## config.mk

```make
export PLATFORM = sky130hd
export DESIGN_NAME = map_scanner
export DESIGN_NICKNAME = d
export VERILOG_FILES = /design/src/rtl/map_pkg.sv /design/src/rtl/map_xy_counter.sv /design/src/rtl/map_scanner.sv
export SDC_FILE = /design/constraint.sdc
export NUM_CORES = 1
export LEC_CHECK = 0
export CORE_MARGIN = 8
export CORE_UTILIZATION = 45
export CTS_CLUSTER_DIAMETER = 40
export DETAILED_ROUTE_END_ITERATION = 10
export MAX_ROUTING_LAYER = met4
export PLACE_DENSITY = 0.84
export SYNTH_ARGS = -nofsm -noshare
export SYNTH_HDL_FRONTEND = slang
export SYNTH_HIERARCHICAL = 1
export SYNTH_SLANG_ARGS = --single-unit
```

## constraint.sdc

```tcl
create_clock -name clk_i -period 3.1 [get_ports clk_i]
set_clock_uncertainty 0.1 [all_clocks]
set_input_delay 0.93 -clock clk_i [delete_from_list [all_inputs] [get_ports clk_i]]
set_output_delay 0.93 -clock clk_i [all_outputs]
set_load 0.05 [all_outputs]
```

## src/rtl/map_pkg.sv

```systemverilog
// Shared definitions for the tile map: block encodings, map dimensions and
// the scanner FSM state type.
package map_pkg;

  localparam int unsigned MAP_W = 13;
  localparam int unsigned MAP_H = 13;

  typedef enum logic [2:0] {
    BRICK = 3'b000,
    WALL  = 3'b001,
    TREE  = 3'b010,
    WATER = 3'b011,
    AIR   = 3'b111
  } block_t;

  typedef enum logic [1:0] {
    S_IDLE,
    S_FETCH,
    S_HOLD,
    S_DONE
  } scan_state_t;

  function automatic logic is_air(input logic [2:0] t);
    return t == AIR;
  endfunction

endpackage

```

## src/rtl/map_xy_counter.sv

```systemverilog
// Row-major x/y tile position counter with synchronous clear, advance and a
// last-tile flag; y saturates at the last row instead of wrapping.
module map_xy_counter #(
  parameter int unsigned MAP_W = 13,
  parameter int unsigned MAP_H = 13
) (
  input  logic       clk,
  input  logic       rst_n,
  input  logic       clear,
  input  logic       advance,
  output logic [3:0] x,
  output logic [3:0] y,
  output logic       last
);

  localparam logic [3:0] X_LAST = 4'(MAP_W - 1);
  localparam logic [3:0] Y_LAST = 4'(MAP_H - 1);

  logic x_at_end;

  assign x_at_end = (x == X_LAST);
  assign last     = x_at_end && (y == Y_LAST);

  always_ff @(posedge clk or negedge rst_n) begin
    if (!rst_n) begin
      x <= '0;
      y <= '0;
    end else if (clear) begin
      x <= '0;
      y <= '0;
    end else if (advance && !last) begin
      if (x_at_end) begin
        x <= '0;
        y <= y + 4'd1;
      end else begin
        x <= x + 4'd1;
      end
    end
  end

endmodule

```

## src/rtl/map_scanner.sv

```systemverilog
// Walks the tile map in row-major order through the lookup port and streams
// each fetched tile (optionally dropping AIR) over a valid/ready interface.
module map_scanner #(
  parameter int unsigned MAP_W    = map_pkg::MAP_W,
  parameter int unsigned MAP_H    = map_pkg::MAP_H,
  parameter bit          SKIP_AIR = 1'b1
) (
  input  logic       clk_i,
  input  logic       rst_ni,
  input  logic       start_i,
  output logic       busy_o,
  output logic       done_o,
  output logic       map_enable_o,
  output logic [3:0] map_x_o,
  output logic [3:0] map_y_o,
  input  logic [2:0] block_type_i,
  output logic       tile_valid_o,
  input  logic       tile_ready_i,
  output logic [3:0] tile_x_o,
  output logic [3:0] tile_y_o,
  output logic [2:0] tile_type_o,
  output logic [7:0] tile_count_o
);

  import map_pkg::*;

  scan_state_t state;

  logic       cnt_clear;
  logic       cnt_advance;
  logic       cnt_last;
  logic [3:0] cnt_x;
  logic [3:0] cnt_y;
  logic       skip_tile;
  logic       handshake;

  map_xy_counter #(
    .MAP_W (MAP_W),
    .MAP_H (MAP_H)
  ) u_counter (
    .clk     (clk_i),
    .rst_n   (rst_ni),
    .clear   (cnt_clear),
    .advance (cnt_advance),
    .x       (cnt_x),
    .y       (cnt_y),
    .last    (cnt_last)
  );

  assign skip_tile = SKIP_AIR && is_air(block_type_i);
  assign handshake = (state == S_HOLD) && tile_ready_i;

  // The counter moves only after a tile is consumed or dropped, so the lookup
  // address stays on the held tile throughout backpressure.
  always_comb begin
    cnt_clear   = 1'b0;
    cnt_advance = 1'b0;
    case (state)
      S_IDLE:  cnt_clear   = start_i;
      S_FETCH: cnt_advance = skip_tile && !cnt_last;
      S_HOLD:  cnt_advance = tile_ready_i && !cnt_last;
      default: ;
    endcase
  end

  always_ff @(posedge clk_i or negedge rst_ni) begin
    if (!rst_ni) begin
      state        <= S_IDLE;
      tile_x_o     <= '0;
      tile_y_o     <= '0;
      tile_type_o  <= '0;
      tile_count_o <= '0;
    end else begin
      case (state)
        S_IDLE: begin
          if (start_i) begin
            tile_count_o <= '0;
            state        <= S_FETCH;
          end
        end
        S_FETCH: begin
          if (skip_tile) begin
            if (cnt_last) state <= S_DONE;
          end else begin
            tile_x_o    <= cnt_x;
            tile_y_o    <= cnt_y;
            tile_type_o <= block_type_i;
            state       <= S_HOLD;
          end
        end
        S_HOLD: begin
          if (handshake) begin
            tile_count_o <= tile_count_o + 8'd1;
            state        <= cnt_last ? S_DONE : S_FETCH;
          end
        end
        S_DONE:  state <= S_IDLE;
        default: state <= S_IDLE;
      endcase
    end
  end

  assign busy_o       = (state != S_IDLE);
  assign done_o       = (state == S_DONE);
  assign map_enable_o = (state == S_FETCH);
  assign tile_valid_o = (state == S_HOLD);
  assign map_x_o      = cnt_x;
  assign map_y_o      = cnt_y;

endmodule
```

==> key figures <==
Outcome
  • Status: finished, final reports clean

Routing
  • Avg WL per Cell: 14.0 um
  • Drt first pass iters: 4
  • Met1 wire length: 1.66 mm
  • Top sig layer: met4
  • Avg Vias per Cell: 5.37
  • Residual DRC: 0
  • Met2 wire len: approximately 1.5 mm
  • Number of nets with antenna violations after routing: 0
  • Via count: 1,321
  • Iteration-0 DRC Markers: 76
  • Routed WL: 3.44 mm
  • Met3 WL post-DR: approximately 200 um

Logic synthesis
  • Yosys reg bits: 29
  • Top-count cell post-synth: dfrtp_1
  • Top cells by count, synth: dfrtp_1 (29), inv_1 (15), nor2_1 (12)
  • Register area share after synthesis: 45.3%
  • Post-Synthesis Net Count: 175
  • Synth top area share: between 40% and 50%
  • Area leader, netlist: dfrtp_1
  • Netlist cell types: 44
  • Syn Inst Count: 157
  • Ys flop type: dfrtp_1
  • Area contributors post-synth: dfrtp_1 (45%), ha_1 (8.6%), mux2_2 (5.6%)
  • Synth warn: 6
  • Mapped cell area: approximately 1600 um2
  • Syn avg cell area: 10.2 um2
  • EDFF count, synth: 0
  • Async S/R FF share, synth: 100%

Finish
  • Area growth syn-to-layout: 29.3%
  • Antenna cells: 0
  • Fill cell total of the finished layout: ~270
  • Reg area: 726 um2
  • Footprint of the multi-input gates: 801 um2
  • Fraction of layout cells with a size suffix above 1: 11.0%
  • Final-stage net count: 217

CTS
  • Clock Pin Slew Worst Setup and Hold Paths: around 0.090 ns
  • Clock Tree Buf Depth: 2
  • CTS HTree Levels: 2
  • Root Driver: clkbuf_4
  • Worst skew pair latency: 0.33 ns
  • Number of CTS-inserted buffers: 5
  • CTS tree: done
  • Num Clock Sinks: 29

Global routing
  • Overflow after GRT: 0
  • Initial antenna violation count: 0
  • Global-route wire length before repair: about 5.6 mm
  • Largest net degree at the start of global routing: 30
  • Total Routing Usage GR: between 10% and 20%
  • Vias in the first global route: 1,251

Setup path
  • Slowest CP cell: dlygate4sd2_1
  • CP Class: reg2out
  • Top cell by count, worst path: inv_1
  • R2R Path End: u_counter/y[3]$_DFFE_PN0P_
  • Crit-path cells: inv_1 > ha_1 > inv_1 > dlygate4sd2_1
  • WP data arrival: 1.78 ns
  • Critical path depth in cells: 4
  • R2r worst-path depth: 8
  • Bufs and invs on worst path: 3
  • Reg2Reg Launch Point: state[0]$_DFFE_PN0P_
  • Setup crit start: state[0]$_DFFE_PN0P_
  • Worst Setup EP: busy_o
  • Req. time, crit path: 2.07 ns
  • CP top delay family: buffers and inverters
  • Worst-path fanout max: 6
  • CP endpoint kind: output pin
  • Crit start category: flop
  • Slowest stage delay, CP: 0.52 ns
  • R2R setup slack: roughly 0.7 ns

Flow run
  • Max-capacitance violation count: 0

Worst hold path
  • Worst hold path class: reg2reg
  • Hold wc startpoint: tile_y_o[0]$_DFFE_PN0P_

Die
  • Initial Util: 47.2%
  • Die Y: 75.6 um
  • Die Area: around 5700 um2
  • Num rows: 21
  • Core area: 3390 um2
  • Die W: 75.6 um
  • Io pins: 38

Power and ir drop
  • Pwr Total: 1.57 mW
  • P_leak: 0.901 nW
  • VDD IR-drop max: 0.588 mV
  • Pwr Density: between 700 and 800 nW/um2

STA
  • Slew Limit Fails: 0
  • Normalized max-slew margin: 65.3%
  • Minimum clock period: 2.81 ns
  • RSZ-0062 raised after global routing: no
  • Setup violations, final: 0
  • Fmax: 0.356 GHz
  • Slew at the pin closest to its max-slew limit: 0.521 ns
  • Setup TNS: 0 ns
  • Setup WS post-layout: 0.288 ns
  • Final worst path period share: 90.7%
  • Fin. Hold Viols: 0

Placement
  • Port bufs: 37
  • Gpl congestion: between 0.8 and 0.9
  • Dpl hpwl: 2.61 mm
  • Pre-CTS WS: about 0.06 ns
-- through the flow --
step,std cells,util [%],hold slack (ns),area [um2]
after floorplan,157,-,0.491,1600
after global placement,238,59.7,0.388,2020
after detailed placement,238,59.7,0.394,2020
after CTS,246,61.1,0.416,2070
after global routing,246,61.1,0.433,2070
final,246,61.1,0.412,2070
-- registers in the layout, indices dropped and copies added (netlist names) --
signal,flops
tile_type_o,3
tile_y_o,4
u_counter/y,4
tile_x_o,4
u_counter/x,4
state,2
tile_count_o,8
-- how the worst min path moves through the flow --
stage	to	slack [ns]	depth (start not counted)
2_1_floorplan	state[0]$_DFFE_PN0P_	0.49	1
3_3_place_gp	tile_y_o[1]$_DFFE_PN0P_	0.39	1
3_5_place_dp	tile_x_o[3]$_DFFE_PN0P_	0.39	1
4_1_cts	tile_y_o[3]$_DFFE_PN0P_	0.42	1
5_1_grt	tile_x_o[1]$_DFFE_PN0P_	0.43	1
6_report	tile_y_o[0]$_DFFE_PN0P_	0.41	1
-- worst register-to-register path, stage by stage, from the launching register on --
cell	delay, ns
dfrtp_1	0.44
inv_1	0.14
ha_1	0.32
nor2_1	0.13
a21oi_1	0.05
nor3b_1	0.31
nand4_2	0.21
or4_1	0.50
a21oi_1	0.15
-- report_power, final --
| group | leakage (nW) | internal [mW] | total (mW) | switching, mW |
|---|---|---|---|---|
| sequential | 0.390 | 0.442 | 0.509 | 0.0672 |
| clock | 0.0265 | 0.0901 | 0.219 | 0.129 |
| combinational | 0.484 | 0.290 | 0.842 | 0.552 |
| total | 0.901 | 0.822 | 1.57 | 0.747 |
-- cells by family (layout without fill, tap and decap cells) --
logic type / after synthesis / after routing / synth area share, %
DFF: 29 / 29 / 45.3
and+or+nand+nor: 49 / 49 / 17.6
adders and majority gates: 11 / 11 / 8.60
AOI/OAI and AO/OA: 34 / 34 / 13.8
xor gates and xnor gates: 4 / 4 / 2.19
buffers and inverters: 19 / 62 / 4.61
muxes: 11 / 11 / 7.82
-- final cells by class --
cell class	count	share of cell area, %
Tap cell	46	2.78
Timing Repair Buffer	39	18.4
Clock buffer	8	2.36
Sequential cell	29	35.1
Multi-Input combinational cell	109	38.7
Inverter	15	2.72
-- placed cells by master (no fill, tap or decap), types with 3 or more instances in the layout --
cell type / instances
clkdlybuf4s50_1: 34
dfrtp_1: 29
inv_1: 15
nor2_1: 12
ha_1: 11
a21oi_1: 9
nand3_1: 8
mux2_2: 8
o21ai_0: 8
nand2_1: 7
clkbuf_4: 5
o31ai_1: 4
xnor2_1: 3
nand4_1: 3
clkbuf_1: 3
buf_4: 3
-- layer usage --
metal	vias to the layer above	track usage, %
li1	650	-
met1	624	16.2
met2	39	20.0
met3	8	4.74
met4	0	6.18
met5	-	-
-- what timing repair did --
action	CTS	global route
resized for setup	2	0
setup buffers	0	0
hold buffers	0	0
endpoints found under the setup margin	2	0
Note: power is estimated with default switching activity, not from simulation.
